## src/rtl/airplane_ctrl.sv

```systemverilog
// Airplane sprite game controller: button debouncing, IDLE/RUN/PAUSE state machine
// and frame-synchronous vertical position update with clamping and hold-to-recentre.
module airplane_ctrl #(
  parameter int STEP        = 4,
  parameter int Y_MIN       = 11,
  parameter int Y_MAX       = 369,
  parameter int Y_INIT      = 190,
  parameter int DEB_CYCLES  = 500000,
  parameter int HOLD_FRAMES = 60
) (
  input  logic       clk,
  input  logic       reset,
  input  logic       btn_up,
  input  logic       btn_down,
  input  logic       btn_start,
  input  logic       vsync,
  output logic [9:0] airplanex,
  output logic       frame_tick,
  output logic [1:0] state,
  output logic       running
);

  localparam int          DATA_W    = 10;
  localparam logic [19:0] DEB_LAST  = 20'(DEB_CYCLES - 1);
  localparam logic [5:0]  HOLD_LAST = 6'(HOLD_FRAMES - 1);

  typedef enum logic [1:0] {
    IDLE  = 2'b00,
    RUN   = 2'b01,
    PAUSE = 2'b10
  } state_t;

  // Bit order in the button vectors: [0]=up, [1]=down, [2]=start
  logic [2:0]  sync_p0;
  logic [2:0]  sync_p1;
  logic [2:0]  deb;
  logic [19:0] deb_cnt [3];
  logic        start_d;
  logic        start_evt;
  logic        vsync_prev;

  state_t            state_q, state_n;
  logic [DATA_W-1:0] pos_n;
  logic [5:0]        hold_cnt, hold_n;

  // 11-bit signed arithmetic keeps the subtraction from wrapping before the clamp
  function automatic logic [DATA_W-1:0] sat_up(input logic [DATA_W-1:0] pos);
    logic signed [DATA_W:0] t;
    t = signed'({1'b0, pos}) - signed'(11'(STEP));
    if (t < signed'(11'(Y_MIN))) t = signed'(11'(Y_MIN));
    return t[DATA_W-1:0];
  endfunction

  function automatic logic [DATA_W-1:0] sat_down(input logic [DATA_W-1:0] pos);
    logic signed [DATA_W:0] t;
    t = signed'({1'b0, pos}) + signed'(11'(STEP));
    if (t > signed'(11'(Y_MAX))) t = signed'(11'(Y_MAX));
    return t[DATA_W-1:0];
  endfunction

  // Stage p0/p1: synchronisers, then debounce, start edge and frame tick
  always_ff @(posedge clk or posedge reset) begin
    if (reset) begin
      sync_p0    <= '0;
      sync_p1    <= '0;
      deb        <= '0;
      for (int i = 0; i < 3; i++) deb_cnt[i] <= '0;
      start_d    <= 1'b0;
      start_evt  <= 1'b0;
      vsync_prev <= 1'b1;
      frame_tick <= 1'b0;
    end else begin
      sync_p0 <= {btn_start, btn_down, btn_up};
      sync_p1 <= sync_p0;
      for (int i = 0; i < 3; i++) begin
        if (sync_p1[i] != deb[i]) begin
          if (deb_cnt[i] == DEB_LAST) begin
            deb[i]     <= sync_p1[i];
            deb_cnt[i] <= '0;
          end else begin
            deb_cnt[i] <= deb_cnt[i] + 20'd1;
          end
        end else begin
          deb_cnt[i] <= '0;
        end
      end
      start_d    <= deb[2];
      start_evt  <= deb[2] & ~start_d;
      vsync_prev <= vsync;
      frame_tick <= vsync_prev & ~vsync;
    end
  end

  always_comb begin
    state_n = state_q;
    pos_n   = airplanex;
    hold_n  = hold_cnt;
    case (state_q)
      IDLE: begin
        if (start_evt) state_n = RUN;
      end
      RUN: begin
        if (frame_tick) begin
          if (deb[0] && !deb[1])      pos_n = sat_up(airplanex);
          else if (deb[1] && !deb[0]) pos_n = sat_down(airplanex);
        end
        if (start_evt) state_n = PAUSE;
      end
      PAUSE: begin
        if (start_evt) begin
          state_n = RUN;
        end else if (frame_tick) begin
          if (deb[0] && deb[1]) begin
            if (hold_cnt == HOLD_LAST) begin
              state_n = IDLE;
              pos_n   = DATA_W'(Y_INIT);
            end else begin
              hold_n = hold_cnt + 6'd1;
            end
          end else begin
            hold_n = '0;
          end
        end
      end
      default: state_n = IDLE;
    endcase
    if (state_n != PAUSE) hold_n = '0;
  end

  // Stage p2: registered state, position and status outputs
  always_ff @(posedge clk or posedge reset) begin
    if (reset) begin
      state_q   <= IDLE;
      airplanex <= DATA_W'(Y_INIT);
      hold_cnt  <= '0;
      running   <= 1'b0;
    end else begin
      state_q   <= state_n;
      airplanex <= pos_n;
      hold_cnt  <= hold_n;
      running   <= (state_n == RUN);
    end
  end

  assign state = state_q;

endmodule

```

## config.mk

```make
export PLATFORM = sky130hd
export DESIGN_NAME = airplane_ctrl
export DESIGN_NICKNAME = d
export VERILOG_FILES = /design/src/rtl/airplane_ctrl.sv
export SDC_FILE = /design/constraint.sdc
export NUM_CORES = 1
export LEC_CHECK = 0
export CAP_MARGIN = 20
export CELL_PAD_IN_SITES_DETAIL_PLACEMENT = 1
export CELL_PAD_IN_SITES_GLOBAL_PLACEMENT = 1
export CORE_MARGIN = 1
export CORE_UTILIZATION = 51
export DETAILED_ROUTE_END_ITERATION = 16
export MAX_ROUTING_LAYER = met4
export PLACE_DENSITY_LB_ADDON = 0.12
export RECOVER_POWER = 100
export SLEW_MARGIN = 10
export SYNTH_ARGS = -nofsm -noshare
export SYNTH_HDL_FRONTEND = slang
export SYNTH_SLANG_ARGS = --single-unit
```

## constraint.sdc

```tcl
create_clock -name clk -period 5.1 [get_ports clk]
set_clock_uncertainty 0.2 [all_clocks]
set_input_delay 1.02 -clock clk [delete_from_list [all_inputs] [get_ports clk]]
set_output_delay 1.02 -clock clk [all_outputs]
set_load 0.01 [all_outputs]
```

==> results.py, run 1 <==
metrics = {
    "run_status": {
        "outcome": "finished clean",
    },
    "logic_synthesis": {
        "avgSynthCellArea_um2": 9.720,
        "synthArstFlopShare": 1.000,
        "syn_inst": 493,
        "synth_seq_cells": 92,
        "synthesis.area_um2": 4792,
        "ys.flop_type": "dfrtp_1",
        "ys_top_cells_by_area": "dfrtp_1 44%, xor2_1 6.9%, nor2_1 5.9%",
        "synth_seq_area_share": 0.4822,
        "synth_area_leader_cell": "dfrtp_1",
        "synth-edff-count": 0,
        "netlist.area_leader.share": 0.4439,
        "syn_nets": 508,
        "yosys_warnings": 0,
        "synth.distinct_cells": 63,
    },
    "clock_network": {
        "cts_setup_buffers": 0,
        "clockRootBuffer": "clkbuf_8",
        "cts_hold_buf": 0,
        "clkSinkCount": 92,
        "cts_tree": "built",
        "path_clk_slew_ps": 90,
        "cts_buffer_depth": 2,
        "clk_latency_ps": 370,
        "ctsHtreeMaxLevel": 3,
        "numCtsBuffers": 9,
        "post_cts_resized": 0,
    },
    "drt": {
        "drt_wl_total_mm": 10.28,
        "vias": 3625,
        "drc": 0,
        "first_iter_violations": 130,
        "drtPass1Iterations": 4,
        "ant_nets": 0,
        "wl_per_cell_um": 16.39,
        "viasPerCell": 5.781,
    },
    "layout": {
        "layout_commonest_cell": "dfrtp_1",
        "fill_cells": 1067,
        "final_cell_mix": "85 x dfrtp_1, 75 x nor2_1, 40 x nand2_1",
        "final_layout_size_suffix_gt1_frac": 0.07558,
        "layoutNonFillerInstCount": 627,
        "area_growth_pct": 8.877,
        "diodes": 0,
        "nNetsFinal": 526,
        "utilization": 0.5701,
    },
    "floorplanning": {
        "core_um2": 9153,
        "design.die.area_um2": 9788,
        "initial_core_util": 0.5236,
        "die_h_um": 98.94,
        "ios": 20,
        "dieWidth_um": 98.94,
        "fp-row-count": 35,
    },
    "timing": {
        "tightestPinTransition_ps": 1134,
        "setup_viol": 0,
        "rsz0062_at_grt": "no",
        "max_slew_margin": 0.2443,
        "fmax_mhz": 301.1,
        "period_needed_ps": 3322,
        "fin_crit_sh": 0.6513,
        "fin_ws_ps": 1778,
        "hold_viol": 0,
        "tns_ps": 0,
        "slew_viol_final": 0,
    },
    "placement": {
        "hpwlAfterDp_mm": 7.382,
        "place_ws_ps": 2300,
        "io_buffers": 19,
        "dp_cells": 611,
        "globalplace.congestion": 0.8563,
    },
    "critical_path": {
        "worstPathCellList": "inv_1, ha_1, or3b_1, a21oi_1, a211oi_1, o21ai_0, a21oi_1, o32a_1",
        "cp-start-kind": "flop",
        "critPathRequiredTime_ps": 5200,
        "worst_setup_path_end_kind": "flop",
        "slowest_delay_ps": 790,
        "cpMostUsedCell": "a21oi_1",
        "worstSetupPathType": "reg2reg",
        "cp.arrival_ps": 3420,
        "slowest_stage": "dfstp_1",
        "cp_max_fo": 14,
    },
    "pwr": {
        "power-per-cell-area_nw_per_um2": 239.8,
        "p_leak_nw": 2.237,
        "total_power_mw": 1.251,
        "irDropWorstVdd_uv": 183.6,
    },
    "grt": {
        "grt_pass1_wl_mm": 18.19,
        "grt_max_degree": 43,
        "overflow": 0,
        "antenna_found_initial": 0,
        "grt_util_all_layers": 0.2420,
        "grt_pass1_vias": 3831,
    },
    "min_path": {
        "min_path_type": "reg2reg",
    },
    "run": {
        "maxCapViolCount": 0,
    },
}
-- power by group --
part	internal [mW]	switching [mW]
sequential	0.738	0.00818
combinational	0.0114	0.0280
clock	0.195	0.270
total	0.945	0.307
-- cell usage after synthesis, types with 4 or more instances --
cell,instances
xor2_1,38
or2_2,9
buf_4,4
clkbuf_1,4
nand2_1,40
xnor2_1,24
o21ai_1,5
mux2_2,4
buf_2,4
inv_1,13
ha_1,9
a21oi_1,17
nand4_1,13
or3_1,6
nand3_1,28
nor2_1,75
dfstp_2,7
and3_1,9
nor4_1,8
nor2b_1,4
nor3_1,10
o21ai_0,15
dfrtp_1,85
-- worst max-delay path, delay by kind of cell (launching register included) --
kind	cells	cell delay, ps
DFF	1	790
and+or+nand+nor	1	390
AOI/OAI and AO/OA	5	1390
buffers and inverters	1	120
adders and majority gates	1	360
-- routing by layer --
layer,track usage,vias to the layer above,wire length (um)
met5,-,-,0
li1,-,1744,-
met1,0.3043,1810,4618
met4,0.08266,0,165
met2,0.3986,57,5167
met3,0.03901,14,325
-- flip-flops by register name (all words and copies together), names as in the netlist --
| signal | flops |
|---|---|
| state | 2 |
| airplanex | 10 |
| deb_cnt | 60 |
| hold_cnt | 6 |
| deb | 3 |
| vsync_prev | 1 |
| sync_p0 | 3 |
| start_d | 1 |
| start_evt | 1 |
| sync_p1 | 3 |
| running | 1 |
| frame_tick | 1 |
-- cells by family after synthesis --
kind of cell | synth area share
buf+inv | 0.02846
xor+xnor | 0.1133
fa+ha+maj | 0.02350
simple gates | 0.2454
mux | 0.01149
compound gates | 0.09556
flops | 0.4822
-- path summary, 6_finish.rpt --
kind                              start      endpoint  slack (ps)  cells after the start
max reg2reg                airplanex[2]  airplanex[4]        1780                      8
min in group asynchronous         reset   deb_cnt[13]         940                      2
min                          sync_p0[2]    sync_p1[2]         160                      0
max                        airplanex[2]  airplanex[4]        1780                      8
max in group asynchronous         reset    sync_p0[1]        2850                      3
min reg2reg                  sync_p0[2]    sync_p1[2]         160                      0
-- through the flow --
step | instance area, um^2 | hold slack, ps
after global routing | 5218 | 175.3
after global placement | 5050 | 133.5
after CTS | 5233 | 169.1
final | 5218 | 163.3
after detailed placement | 5050 | 145.7
after floorplan | 4792 | 131.2
-- final cells by class --
cell class              count  area (um^2)  area share
multi-input cells         374         2330      0.4465
flip-flops and latches     92         2311      0.4429
repair buffers             21        205.2     0.03933
well taps                 111        138.9     0.02662
clock buffers              10        137.6     0.02638
inverters                  13        50.05    0.009592
clock inverters             6        45.04    0.008633
No activity file was read; power rests on OpenSTA's default activity.
==> inputs of run 2 (changes only) <==
--- a/config.mk
+++ b/config.mk
@@ -9,7 +9,7 @@
 export CELL_PAD_IN_SITES_DETAIL_PLACEMENT = 1
 export CELL_PAD_IN_SITES_GLOBAL_PLACEMENT = 1
 export CORE_MARGIN = 1
-export CORE_UTILIZATION = 51
+export CORE_UTILIZATION = 48
 export DETAILED_ROUTE_END_ITERATION = 16
 export MAX_ROUTING_LAYER = met4
 export PLACE_DENSITY_LB_ADDON = 0.12
==> constraint.sdc (replaced) <==
create_clock -name clk -period 3.2 [get_ports clk]
set_clock_uncertainty 0.2 [all_clocks]
set_input_delay 0.64 -clock clk [delete_from_list [all_inputs] [get_ports clk]]
set_output_delay 0.64 -clock clk [all_outputs]
set_load 0.01 [all_outputs]
==> results.py, run 2 (same netlist as run 1, synthesis figures left out) <==
metrics = {
    "clock_network": {
        "numCtsBuffers": 9,
        "post_cts_resized": 0,
        "clk_latency_ps": 390,
        "cts_hold_buf": 0,
        "cts_tree": "built",
        "cts_buffer_depth": 2,
        "path_clk_slew_ps": 100,
        "clockRootBuffer": "clkbuf_8",
        "ctsHtreeMaxLevel": 3,
        "cts_setup_buffers": 0,
        "clkSinkCount": 92,
    },
    "drt": {
        "ant_nets": 0,
        "drt_wl_total_mm": 10.07,
        "vias": 3582,
        "viasPerCell": 5.511,
        "drtPass1Iterations": 10,
        "wl_per_cell_um": 15.49,
        "drc": 1,
        "first_iter_violations": 80,
    },
    "timing": {
        "period_needed_ps": 2945,
        "setup_viol": 0,
        "fin_crit_sh": 0.9204,
        "slew_viol_final": 0,
        "whs_ps": 158.6,
        "tightestPinTransition_ps": 1253,
        "max_slew_margin": 0.1649,
        "tns_ps": 0,
        "hold_viol": 0,
        "fmax_mhz": 339.5,
        "rsz0062_at_grt": "no",
    },
    "grt": {
        "grt_util_all_layers": 0.2243,
        "grt_max_degree": 93,
        "overflow": 0,
        "grt_pass1_vias": 3636,
        "grt_pass1_wl_mm": 17.42,
        "antenna_found_initial": 0,
    },
    "placement": {
        "hpwlAfterDp_mm": 6.940,
        "globalplace.congestion": 0.8640,
        "io_buffers": 19,
        "placed_cell_area_um2": 5100,
        "dp_cells": 634,
    },
    "layout": {
        "final_cell_mix": "85 x dfrtp_1, 75 x nor2_1, 40 x nand2_1",
        "reg.largest.list": "deb_cnt (60), airplanex (10), hold_cnt (6)",
        "fill_cells": 1140,
        "largest_reg_flops": 60,
        "stdcell_area_um2": 5278,
        "layoutNonFillerInstCount": 650,
        "top_register": "deb_cnt",
        "nNetsFinal": 527,
        "diodes": 0,
        "layout_commonest_cell": "dfrtp_1",
        "final_layout_size_suffix_gt1_frac": 0.08124,
        "area_growth_pct": 10.13,
        "utilization": 0.5424,
    },
    "run": {
        "maxCapViolCount": 0,
    },
    "floorplanning": {
        "initial_core_util": 0.4925,
        "die_h_um": 101.9,
        "ios": 20,
        "design.die.area_um2": 10390,
        "core_um2": 9729,
        "fp-row-count": 36,
        "dieWidth_um": 101.9,
    },
    "critical_path": {
        "worst_setup_path_end_kind": "flop",
        "cp-start-kind": "flop",
        "cp_max_fo": 10,
        "rr_worst_depth": 8,
        "worstSetupPathType": "reg2reg",
        "cp.arrival_ps": 3020,
        "critPathRequiredTime_ps": 3270,
    },
    "pwr": {
        "power-per-cell-area_nw_per_um2": 393.8,
        "pwr-share-comb": 0.030,
        "p_sw_uw": 494.0,
        "switching_share": 0.2377,
        "irDropWorstVdd_uv": 443.4,
        "p_int_mw": 1.585,
        "p_leak_nw": 2.250,
        "p_seq_frac": 0.572,
        "p_clk_frac": 0.398,
    },
    "run_status": {
        "outcome": "finished with violations",
        "failed_checks": "design-rule violations",
    },
    "min_path": {
        "holdPathStages": 0,
        "min_path_type": "reg2reg",
    },
}
## run 2: routing by layer
layer,share of wire,global-route usage,routed length (um),vias to the layer above
met3,0.038,0.05062,379,14
li1,-,-,-,1751
met1,0.48,0.2941,4845,1768
met5,0,-,0,-
met2,0.46,0.3404,4653,49
met4,0.019,0.08462,187,0
## run 2: final cells by class
class / instances / area [um^2] / share of cell area
flip-flops and latches: 92 / 2311 / 0.4379
clock inverters: 6 / 68.82 / 0.01304
clock buffers: 10 / 137.6 / 0.02608
inverters: 13 / 52.55 / 0.009957
multi-input cells: 374 / 2328 / 0.4412
repair buffers: 22 / 212.7 / 0.04030
well taps: 133 / 166.4 / 0.03153
## run 2: critical path, stage by stage, from the launching register on
cell and delay [ps]:
dfstp_1 680, inv_1 130, ha_1 330, or3b_1 410, a21oi_1 170, a211oi_1 100
o21ai_0 190, or3b_1 360, a32o_1 260
## run 2: path summary, 6_finish.rpt
kind	start	end	slack, ps
setup / recovery	airplanex[3]	airplanex[8]	250
hold reg to reg	sync_p0[0]	sync_p1[0]	160
setup reg to reg	airplanex[3]	airplanex[8]	250
min in group asynchronous	reset	deb_cnt[10]	990
max in group asynchronous	reset	airplanex[6]	1030
hold / removal	sync_p0[0]	sync_p1[0]	160
## run 2: metrics by stage
step	worst slack, ps	total power [mW]
2_1_floorplan	517.7	1.257
3_3_place_gp	485.4	1.279
3_5_place_dp	352.4	1.282
4_1_cts	346.6	2.111
5_1_grt	129.5	2.161
6_report	254.8	2.079
## run 2: power by group through the flow
stage | registers [mW] | clock network [mW] | logic (mW)
after detailed placement | 1.21 | 0 | 0.0698
after CTS | 1.19 | 0.852 | 0.0701
after floorplan | 1.21 | 0 | 0.0470
after global placement | 1.21 | 0 | 0.0678
after global routing | 1.19 | 0.895 | 0.0741
final | 1.19 | 0.827 | 0.0626
